## src/rtl/jt900h_busarb.sv

```systemverilog
// Arbiter sharing the 16-bit external bus between the jt900h CPU and one DMA requester.
// DMA has priority with a bounded burst; a watchdog aborts accesses that never see mem_ok.
module jt900h_busarb #(
    parameter int unsigned DMA_BURST = 4,
    parameter int unsigned TOUT      = 255
) (
    input  logic        rst,
    input  logic        clk,
    input  logic        cen,
    input  logic        cpu_cs,
    input  logic [23:0] cpu_addr,
    input  logic [15:0] cpu_dout,
    input  logic [1:0]  cpu_we,
    output logic [15:0] cpu_din,
    output logic        cpu_busy,
    input  logic        dma_req,
    input  logic [23:0] dma_addr,
    input  logic [15:0] dma_dout,
    input  logic [1:0]  dma_we,
    output logic [15:0] dma_din,
    output logic        dma_ack,
    output logic        mem_cs,
    output logic [23:0] mem_addr,
    output logic [15:0] mem_dout,
    output logic [1:0]  mem_we,
    input  logic [15:0] mem_din,
    input  logic        mem_ok,
    output logic        bus_err
);
    localparam int unsigned BW = 4;
    localparam int unsigned WW = 8;
    localparam logic [BW-1:0] BURST_MAX = BW'(DMA_BURST);
    localparam logic [WW-1:0] WD_LAST   = WW'(TOUT - 1);

    localparam logic [1:0] ST_IDLE = 2'd0;
    localparam logic [1:0] ST_CPU  = 2'd1;
    localparam logic [1:0] ST_DMA  = 2'd2;

    logic [1:0]    state_q, state_d;
    logic          mem_cs_q, mem_cs_d;
    logic [23:0]   mem_addr_q, mem_addr_d;
    logic [15:0]   mem_dout_q, mem_dout_d;
    logic [1:0]    mem_we_q, mem_we_d;
    logic [15:0]   cpu_din_q, cpu_din_d;
    logic [15:0]   dma_din_q, dma_din_d;
    logic          cpu_done_q, cpu_done_d;
    logic          dma_ack_q, dma_ack_d;
    logic          bus_err_q, bus_err_d;
    logic [BW-1:0] burst_cnt_q, burst_cnt_d;
    logic [WW-1:0] wd_cnt_q, wd_cnt_d;
    logic [15:0]   rdata;

    // Next-state: arbitration in IDLE, completion or watchdog abort in the owner states
    always_comb begin
        state_d     = state_q;
        mem_cs_d    = mem_cs_q;
        mem_addr_d  = mem_addr_q;
        mem_dout_d  = mem_dout_q;
        mem_we_d    = mem_we_q;
        cpu_din_d   = cpu_din_q;
        dma_din_d   = dma_din_q;
        cpu_done_d  = cpu_done_q;
        dma_ack_d   = dma_ack_q;
        bus_err_d   = bus_err_q;
        burst_cnt_d = burst_cnt_q;
        wd_cnt_d    = wd_cnt_q;
        rdata       = mem_ok ? mem_din : 16'hFFFF;
        if (cen) begin
            cpu_done_d = 1'b0;
            dma_ack_d  = 1'b0;
            bus_err_d  = 1'b0;
            case (state_q)
                ST_IDLE: begin
                    if (dma_req && (!cpu_cs || burst_cnt_q < BURST_MAX)) begin
                        state_d     = ST_DMA;
                        burst_cnt_d = cpu_cs ? BW'(burst_cnt_q + 1'b1) : '0;
                        mem_cs_d    = 1'b1;
                        mem_addr_d  = dma_addr;
                        mem_dout_d  = dma_dout;
                        mem_we_d    = dma_we;
                        wd_cnt_d    = '0;
                    end else if (cpu_cs) begin
                        state_d     = ST_CPU;
                        burst_cnt_d = '0;
                        mem_cs_d    = 1'b1;
                        mem_addr_d  = cpu_addr;
                        mem_dout_d  = cpu_dout;
                        mem_we_d    = cpu_we;
                        wd_cnt_d    = '0;
                    end else begin
                        burst_cnt_d = '0;
                    end
                end
                ST_CPU, ST_DMA: begin
                    if (mem_ok || wd_cnt_q == WD_LAST) begin
                        if (state_q == ST_CPU) begin
                            cpu_din_d  = rdata;
                            cpu_done_d = 1'b1;
                        end else begin
                            dma_din_d = rdata;
                            dma_ack_d = 1'b1;
                        end
                        bus_err_d = ~mem_ok;
                        mem_cs_d  = 1'b0;
                        mem_we_d  = 2'b00;
                        state_d   = ST_IDLE;
                    end else begin
                        wd_cnt_d = WW'(wd_cnt_q + 1'b1);
                    end
                end
                default: begin
                    state_d  = ST_IDLE;
                    mem_cs_d = 1'b0;
                    mem_we_d = 2'b00;
                end
            endcase
        end
    end

    always_ff @(posedge clk) begin
        if (rst) begin
            state_q     <= ST_IDLE;
            mem_cs_q    <= 1'b0;
            mem_addr_q  <= '0;
            mem_dout_q  <= '0;
            mem_we_q    <= 2'b00;
            cpu_din_q   <= '0;
            dma_din_q   <= '0;
            cpu_done_q  <= 1'b0;
            dma_ack_q   <= 1'b0;
            bus_err_q   <= 1'b0;
            burst_cnt_q <= '0;
            wd_cnt_q    <= '0;
        end else begin
            state_q     <= state_d;
            mem_cs_q    <= mem_cs_d;
            mem_addr_q  <= mem_addr_d;
            mem_dout_q  <= mem_dout_d;
            mem_we_q    <= mem_we_d;
            cpu_din_q   <= cpu_din_d;
            dma_din_q   <= dma_din_d;
            cpu_done_q  <= cpu_done_d;
            dma_ack_q   <= dma_ack_d;
            bus_err_q   <= bus_err_d;
            burst_cnt_q <= burst_cnt_d;
            wd_cnt_q    <= wd_cnt_d;
        end
    end

    assign cpu_busy = cpu_cs & ~cpu_done_q;
    assign cpu_din  = cpu_din_q;
    assign dma_din  = dma_din_q;
    assign dma_ack  = dma_ack_q;
    assign mem_cs   = mem_cs_q;
    assign mem_addr = mem_addr_q;
    assign mem_dout = mem_dout_q;
    assign mem_we   = mem_we_q;
    assign bus_err  = bus_err_q;

endmodule

```

## config.mk

```make
export PLATFORM = sky130hd
export DESIGN_NAME = jt900h_busarb
export DESIGN_NICKNAME = d
export VERILOG_FILES = /design/src/rtl/jt900h_busarb.sv
export SDC_FILE = /design/constraint.sdc
export NUM_CORES = 1
export LEC_CHECK = 0
export ABC_AREA = 1
export CORE_MARGIN = 4
export CORE_UTILIZATION = 40
export DETAILED_ROUTE_END_ITERATION = 6
export PLACE_DENSITY = 0.84
export SLEW_MARGIN = 40
export SYNTH_ARGS = -nofsm -noshare
export SYNTH_HDL_FRONTEND = slang
export SYNTH_SLANG_ARGS = --single-unit
```

## constraint.sdc

```tcl
create_clock -name clk -period 3.8 [get_ports clk]
set_input_delay 0.76 -clock clk [delete_from_list [all_inputs] [get_ports clk]]
set_output_delay 0.76 -clock clk [all_outputs]
set_load 0.05 [all_outputs]
```

[Word-level counts from Yosys, hierarchy flattened]
Cells that the tools add are included.
Cells by class
  add/subtract/negate cells: 2
  magnitude comparators: 1
  eq/ne operators: 6
  mux-type cells: 30
  bitwise gates (word level): 4
  reductions and logical operators: 14
Operators with widths (number)
  2-to-1 mux 16 bit: 3
  2-to-1 mux 24 bit: 2
  2-to-1 mux 8 bit: 3
  one-hot mux 8 bit (2 select lines): 1
  AND reduction 4 bit: 3
  2-to-1 mux 1 bit: 11
  2-to-1 mux 2 bit: 5
  adder 8 x 1 -> 8 bit (second input constant): 1
  equality test 8 bit (second input constant): 1
  2-to-1 mux 4 bit: 2
  one-hot mux 2 bit (2 select lines): 2
  AND reduction 3 bit: 2
  adder 4 x 1 -> 4 bit (second input constant): 1
  less-than comparator 4 x 3 -> 1 bit (second input constant): 1
  != test 2 bit (second input constant): 2
  nonzero test 2 bit: 2
  != test 3 bit (second input constant): 1
  inverter 1 bit: 3
  equality test 2 x 1 -> 1 bit (second input constant): 1
  equality test 2 bit (second input constant): 1
  logical NOT 2 bit: 1
  logical OR 1 bit: 2
  one-hot mux 1 bit (2 select lines): 1
  AND reduction 2 bit: 1
  other kinds (4): 4
Storage, ports and cells
  register bits after elaboration: 92
  bits of input ports: 106
  word-level logic and storage cells: 69

[Depth between registers and ports, before layout]
Gate-level depths: netlist of run 1.
  word-level depth: 5
  depth in mapped cells: 11
  gate-level depth less buffers: 11

[Least setup slack after synthesis of run 1]
OpenSTA, ideal clock, no wires.
  kind: input to output
  start: input port cpu_cs
  end: output port cpu_busy
  arrival: 1.426 ns
  data required time: 3.040 ns
  path slack: 1.614 ns
  stages: 2
  path buffers: 0
  path through: inv_1 > nor2_1
On the way
  longest elaborated chain between the ends: 1
Ends and longest elaborated chain
  from (decl): line 10  | input logic cpu_cs,
  bitwise AND 1 bit: line 150  | assign cpu_busy = cpu_cs & ~cpu_done_q;
  to (decl): line 15  | output logic cpu_busy,
Every way passes these cells.

[Worst setup path after layout of run 1]
Same ends and word-level chain as after synthesis.

==> results of run 1 <==
## flip-flops by register name, indices dropped and copies added (netlist names), 2 cells and up
name         cells
mem_addr        24
cpu_din         16
dma_din         16
mem_dout        16
wd_cnt_q         8
burst_cnt_q      4
mem_we           2
state_q          2
## cell type report
class	instances	area, um^2	share of cell area (%)
Tap cell	136	170	2.69
Clock buffer	9	124	1.96
Multi-Input combinational cell	379	1960	31.0
Inverter	77	292	4.60
Clock inverter	7	78.8	1.25
Timing Repair Buffer	187	1860	29.4
Sequential cell	92	1840	29.1
## layer usage
layer  track usage [%]  vias up
met2              34.1      170
met1              24.5     2000
met3              6.96       20
met5                 0        -
li1                  -     2223
met4              6.65        0
## metrics by stage
stage          setup slack, ns  cell area, um^2  total power, uW  util (%)  hold WS, ns
6_report                 0.742             6330             2420      61.1        0.450
3_3_place_gp             0.768             6130             1730      59.1        0.428
3_5_place_dp             0.766             6130             1750      59.1        0.433
2_1_floorplan             1.61             4270             1490         -        0.416
5_1_grt                  0.673             6330             2540      61.1        0.472
4_1_cts                  0.756             6330             2440      61.1        0.447
## cells by family after synthesis
family / Yosys count / synth area share, %
DFF: 92 / 43.1
buffers and inverters: 110 / 11.0
AOI/OAI and AO/OA: 107 / 15.1
and+or+nand+nor: 265 / 28.8
adders and majority gates: 6 / 1.76
xor gates and xnor gates: 1 / 0.205
## worst max-delay path, stage by stage
cell and delay (ns):
clkdlybuf4s50_1 0.56, inv_1 0.07, nor2_1 0.09, clkdlybuf4s50_1 0.82
## cells in the final DEF, fill, tap and decap left out, types with 2 or more instances in the layout
master	count
clkdlybuf4s50_1	183
nand2_1	140
dfxtp_1	92
inv_1	73
nand3_1	73
a21oi_1	46
o211ai_1	40
nor2_1	17
or2_2	17
o21ai_0	14
clkbuf_8	9
o21ai_1	6
ha_1	6
nand2_2	5
inv_6	5
buf_4	4
nor2_4	3
inv_2	3
nand4_1	3
nand3_4	2
nor3b_1	2
## power breakdown
part | internal, uW | leakage [uW] | switching (uW) | total (uW)
Sequential | 1030 | 0.000752 | 36.6 | 1060
Combinational | 266 | 0.00176 | 404 | 670
Clock | 315 | 0.000105 | 373 | 688
Total | 1610 | 0.00262 | 814 | 2420
## worst max-delay path by stage
| stage | start | to | slack [ns] |
|---|---|---|---|
| final | cpu_cs | cpu_busy | 0.74 |
| after global routing | cpu_cs | cpu_busy | 0.67 |
| after CTS | cpu_cs | cpu_busy | 0.76 |
| after detailed placement | cpu_cs | cpu_busy | 0.77 |
| after global placement | cpu_cs | cpu_busy | 0.77 |
| after floorplan | cpu_cs | cpu_busy | 1.61 |
==> out/qor.yml, run 1 <==
outcome:
  outcome: "finished, final reports clean"
flow_run:
  maxCapViolCount: 0
clock_tree:
  clk_pin_slew_ns: 0.11
  cts.repair.resized: 0
  post_cts_buffers: 0
  clockRootBuffer: "clkbuf_8"
  ctsHtreeMaxLevel: 3
  numClockSinks: 92
  clockBufferDepth: 2
  cts_tree: "built"
  postCtsHoldBufs: 0
  cts_made_buffers: 9
  clkLatencyLatePin_ns: 0.37
floorplan:
  dieHeight_um: 111
  start_util_pct: 41.2
  std_cell_rows: 37
  dieArea_um2: 12400
  die_w_um: 111
  coreArea_um2: 10400
  ios: 184
cells_and_area:
  layout.cells.non_filler: 887
  fillers: 915
  n_antenna_cell: 0
  area_growth_syn_to_layout_pct: 48.2
  drive_gt1_share_pct: 7.19
  final_nets: 858
drt:
  num_vias: 4413
  met1_length_um: 5240
  final_antenna_net_count: 0
  post_drt_wl_per_cell_um: 14.1
  routed_wl_um: 12500
  dr.pass1.iters: 4
  drtIter0Drc: 217
  top_layer_used: "met4"
  route.met2.wl_um: 6040
  avgViaCountPerCell: 4.98
  wl_met3_um: 1030
  drc: 0
place:
  port_buffers: 183
  place_inst: 871
  gp_congestion: 0.845
  dpl.hpwl_um: 9160
grt:
  grt_usage_pct: 20.3
  grt_overflow_total: 0
  antenna_found_initial: 0
  grt_pass1_vias: 4410
  grt_max_degree: 64
  grt_pass1_wl_um: 21100
hold_path:
  min_from: "cpu_din[2]$_SDFFE_PP0P_"
  hold_path_end: "cpu_din[2]$_SDFFE_PP0P_"
  holdCritPathClass: "flop to flop"
  min_path_cells: 2
synthesis:
  synth_area_um2: 4270
  synth_top_flop_cell: "dfxtp_1"
  yosysWarnings: 0
  synth_top_cell_by_area: "dfxtp_1"
  syn-num-nets: 693
  synthCells: 581
  seq_area_frac_synth_pct: 43.1
  synth_area_leaders: "dfxtp_1, nand2_1, nand3_1"
  synth_edf_count: 0
  synthArstFlopShare_pct: 0
  avgSynthCellArea_um2: 7.35
  synth_cell_types: 26
  synth.most_common_cell: "nand2_1"
  synth.top_cell.area_share_pct: 43.1
  synthTopCellsByCount: "nand2_1, dfxtp_1, inv_1, nand3_1, a21oi_1"
  ys_ff_latch: 92
worst_setup_path:
  rr_worst_depth: 7
  critPathArrivalTime_ns: 2.30
  cp_max_fo: 6
  critPathKind: "input pin to output port"
  critPathLaunchType: "input pin"
  end_kind: "output port"
  reg2reg_from: "state_q[0]$_SDFFE_PP0P_"
  reg2reg_slack_ns: 1.81
  critPathRequiredTime_ns: 3.04
  worst_r2r_endpoint: "dma_din[11]$_SDFFE_PP0P_"
timing:
  fin_setup_tns_ns: 0
  skew_ns: 0.0136
  max_slew.worst_pin.slew_ns: 0.800
  fmax_mhz: 327
  grt_setup_unrepaired: "false"
  period_minus_slack_ns: 3.06
  finalCritPeriodShare_pct: 80.5
  maxSlewHeadroom_pct: 46.6
  hold_violations: 0
  maxSlewViolCount: 0
  setup_viol: 0
power_and_ir_drop:
  powerDensity_nw_per_um2: 382
  p_leak_uw: 0.00262
  max-vdd-ir-drop_mv: 0.251
(Power assumes the default switching activity.)
==> run 2, diff against run 1 <==
--- a/config.mk
+++ b/config.mk
@@ -7,7 +7,7 @@
 export LEC_CHECK = 0
 export ABC_AREA = 1
 export CORE_MARGIN = 4
-export CORE_UTILIZATION = 40
+export CORE_UTILIZATION = 38
 export DETAILED_ROUTE_END_ITERATION = 6
 export PLACE_DENSITY = 0.84
 export SLEW_MARGIN = 40
==> constraint.sdc (replaced) <==
create_clock -name clk -period 2.8 [get_ports clk]
set_input_delay 0.56 -clock clk [delete_from_list [all_inputs] [get_ports clk]]
set_output_delay 0.56 -clock clk [all_outputs]
set_load 0.05 [all_outputs]
==> run 2 against run 1 <==
  * Clock skew increased by 0.0010 ns
  * Non-clock buffer count up 1
  * First-iteration DRC count up 18%
  * Critical path type is now flop to output port
  * Setup slack worse by 0.027 ns
  * Hold slack got worse by 0.0034 ns
  * Largest cell class unchanged
  * Highest routed layer unchanged
  * Count of clock-buffer cells in the layout unchanged
  * Register-to-register slack lost 1.0 ns
  * Routed wire length is 6.1% lower
  * Sequential cell count unchanged
  * Sequential share of layout area is 0.72 points lower
==> out/qor.yml, run 2 (same netlist as run 1, synthesis figures left out) <==
worst_setup_path:
  critPathLaunchType: "flop"
  crit_cells: 1  # -3
  critPathKind: "flop to output port"
  rr_worst_depth: 7  # unchanged
  critPathArrivalTime_ns: 1.53  # -0.77 ns
  end_kind: "output port"
  critPathRequiredTime_ns: 2.24  # -0.80 ns
  crit_path_top_delay_cell: "clkdlybuf4s50_1"
  cpPeakStageDelay_ns: 0.83  # about the same
  worstPathCellList: "clkdlybuf4s50_1"
  reg2reg_from: "state_q[0]$_SDFFE_PP0P_"
  startpoint: "mem_dout[15]$_SDFFE_PP0P_"
  critPathTopFamily: "buffers and inverters"
  cp_max_fo: 2  # -4
  crit_buf_inv: 1  # -2
cells_and_area:
  layout_commonest_cell: "clkdlybuf4s50_1"
  final_nets: 859  # +0.12%
  final_util_pct: 59.4  # -1.7 points
  layout.cells.non_filler: 892  # +0.56%
  drive_gt1_share_pct: 7.45  # +0.26 points
  area_growth_syn_to_layout_pct: 51.9
  mostFrequentLayoutCells: "clkdlybuf4s50_1, nand2_1, dfxtp_1"
  n_antenna_cell: 0  # unchanged
  largest_reg_flops: 24  # unchanged
timing:
  hold_violations: 0  # unchanged
  skew_ns: 0.0147  # +0.00105 ns
  maxSlewViolCount: 0  # unchanged
  finalCritPeriodShare_pct: 74.5
  fin_ws_ns: 0.715  # -0.0270 ns
  max_slew.worst_pin.slew_ns: 0.779  # -0.0203 ns
  maxSlewHeadroom_pct: 48.0  # +1.4 points
  period_minus_slack_ns: 2.09
  setup_viol: 0  # unchanged
  fmax_mhz: 480
  fin_setup_tns_ns: 0  # unchanged
  grt_setup_unrepaired: "false"
hold_path:
  min_from: "cpu_din[12]$_SDFFE_PP0P_"
  min_path_cells: 2  # unchanged
  holdCritPathClass: "flop to flop"
clock_tree:
  postCtsHoldBufs: 0  # unchanged
  clk_pin_slew_ns: 0.07  # -0.04 ns
  numClockSinks: 92  # unchanged
  cts.repair.resized: 0  # unchanged
  clockRootBuffer: "clkbuf_16"
  cts_tree: "built"
  clockBufferDepth: 2  # unchanged
  cts_made_buffers: 9  # unchanged
  clkLatencyLatePin_ns: 0.34  # -0.03 ns
  ctsHtreeMaxLevel: 3  # unchanged
  post_cts_buffers: 0  # unchanged
place:
  dpl.hpwl_um: 8580  # -6.3%
  port_buffers: 183  # unchanged
  gp_congestion: 0.814  # -3.7%
  pre_cts_ws_ns: 0.452  # -0.315 ns
  place_inst: 876  # +0.57%
drt:
  drc: 0  # unchanged
  avgViaCountPerCell: 4.74  # -4.6%
  num_vias: 4232  # -4.1%
  final_antenna_net_count: 0  # unchanged
  post_drt_wl_per_cell_um: 13.2  # -6.6%
  drtIter0Drc: 257  # +18%
  routed_wl_um: 11800  # -6.1%
  dr.pass1.iters: 4  # unchanged
power_and_ir_drop:
  max-vdd-ir-drop_mv: 0.360  # +44%
  p_leak_uw: 0.00268  # +2.4%
  powerDensity_nw_per_um2: 558  # +46%
floorplan:
  ios: 184  # unchanged
  dieHeight_um: 114  # +2.4%
  die_w_um: 114  # +2.4%
  coreArea_um2: 10900  # +5.5%
  dieArea_um2: 13000  # +4.9%
  std_cell_rows: 38  # +2.7%
  start_util_pct: 39.1  # -2.1 points
grt:
  grt_pass1_wl_um: 19000  # -9.9%
  grt_pass1_vias: 4000  # -9.3%
  grt_overflow_total: 0  # unchanged
  antenna_found_initial: 0  # unchanged
  grt_usage_pct: 17.9  # -2.4 points
  grt_max_degree: 47  # -27%
flow_run:
  maxCapViolCount: 0  # unchanged
outcome:
  outcome: "finished, final reports clean"
[run 2: changes by cell type in the layout (fill, tap and decap cells not counted), sizes merged]
cell,previous run,this run
clkdlybuf4s50,183,182
buf,4,6
clkinvlp,0,2
inv,82,80
[run 2: per-stage QoR]
| step | area [um^2] | power (uW) | hold WS, ns |
|---|---|---|---|
| 5_1_grt | 6490 | 3790 | 0.464 |
| 6_report | 6490 | 3620 | 0.446 |
| 3_5_place_dp | 6170 | 2380 | 0.435 |
| 3_3_place_gp | 6170 | 2370 | 0.429 |
| 4_1_cts | 6490 | 3660 | 0.445 |
| 2_1_floorplan | 4270 | 2020 | 0.416 |
[run 2: path summary, 6_finish.rpt]
path / to / slack, ns
setup / recovery: mem_dout[15] / 0.71
setup reg to reg: dma_din[13]$_SDFFE_PP0P_ / 0.79
hold reg to reg: cpu_din[12]$_SDFFE_PP0P_ / 0.45
hold / removal: cpu_din[12]$_SDFFE_PP0P_ / 0.45
[run 2: layout make-up]
class	instances	area (um^2)
clock buffers	9	225
clock inverters	7	92.6
fillers	1029	4440
inverters	77	289
multi-input cells	379	1960
flip-flops and latches	92	1840
well taps	140	175
repair buffers	188	1900
[run 2: metal layers]
layer | part of all wire, % | GRT usage (%) | vias to the layer above
li1 | - | - | 2223
met1 | 43 | 22.6 | 1874
met2 | 47 | 29.2 | 130
met3 | 9.2 | 6.31 | 5
met4 | 0.58 | 4.59 | 0
met5 | 0 | 0 | -
[run 2: power by group]
part	internal (uW)	total [uW]	switching, uW
registers	1390	1440	49.4
clock network	716	1270	557
logic	368	905	537
[run 2: worst reg2reg max path, cell delays in order, from the launching register on]
cell	delay (ns)
dfxtp_1	0.38
inv_1	0.07
ha_1	0.45
nand2_1	0.15
nor2_4	0.34
nand2_2	0.29
nand2_1	0.14
a21oi_1	0.07
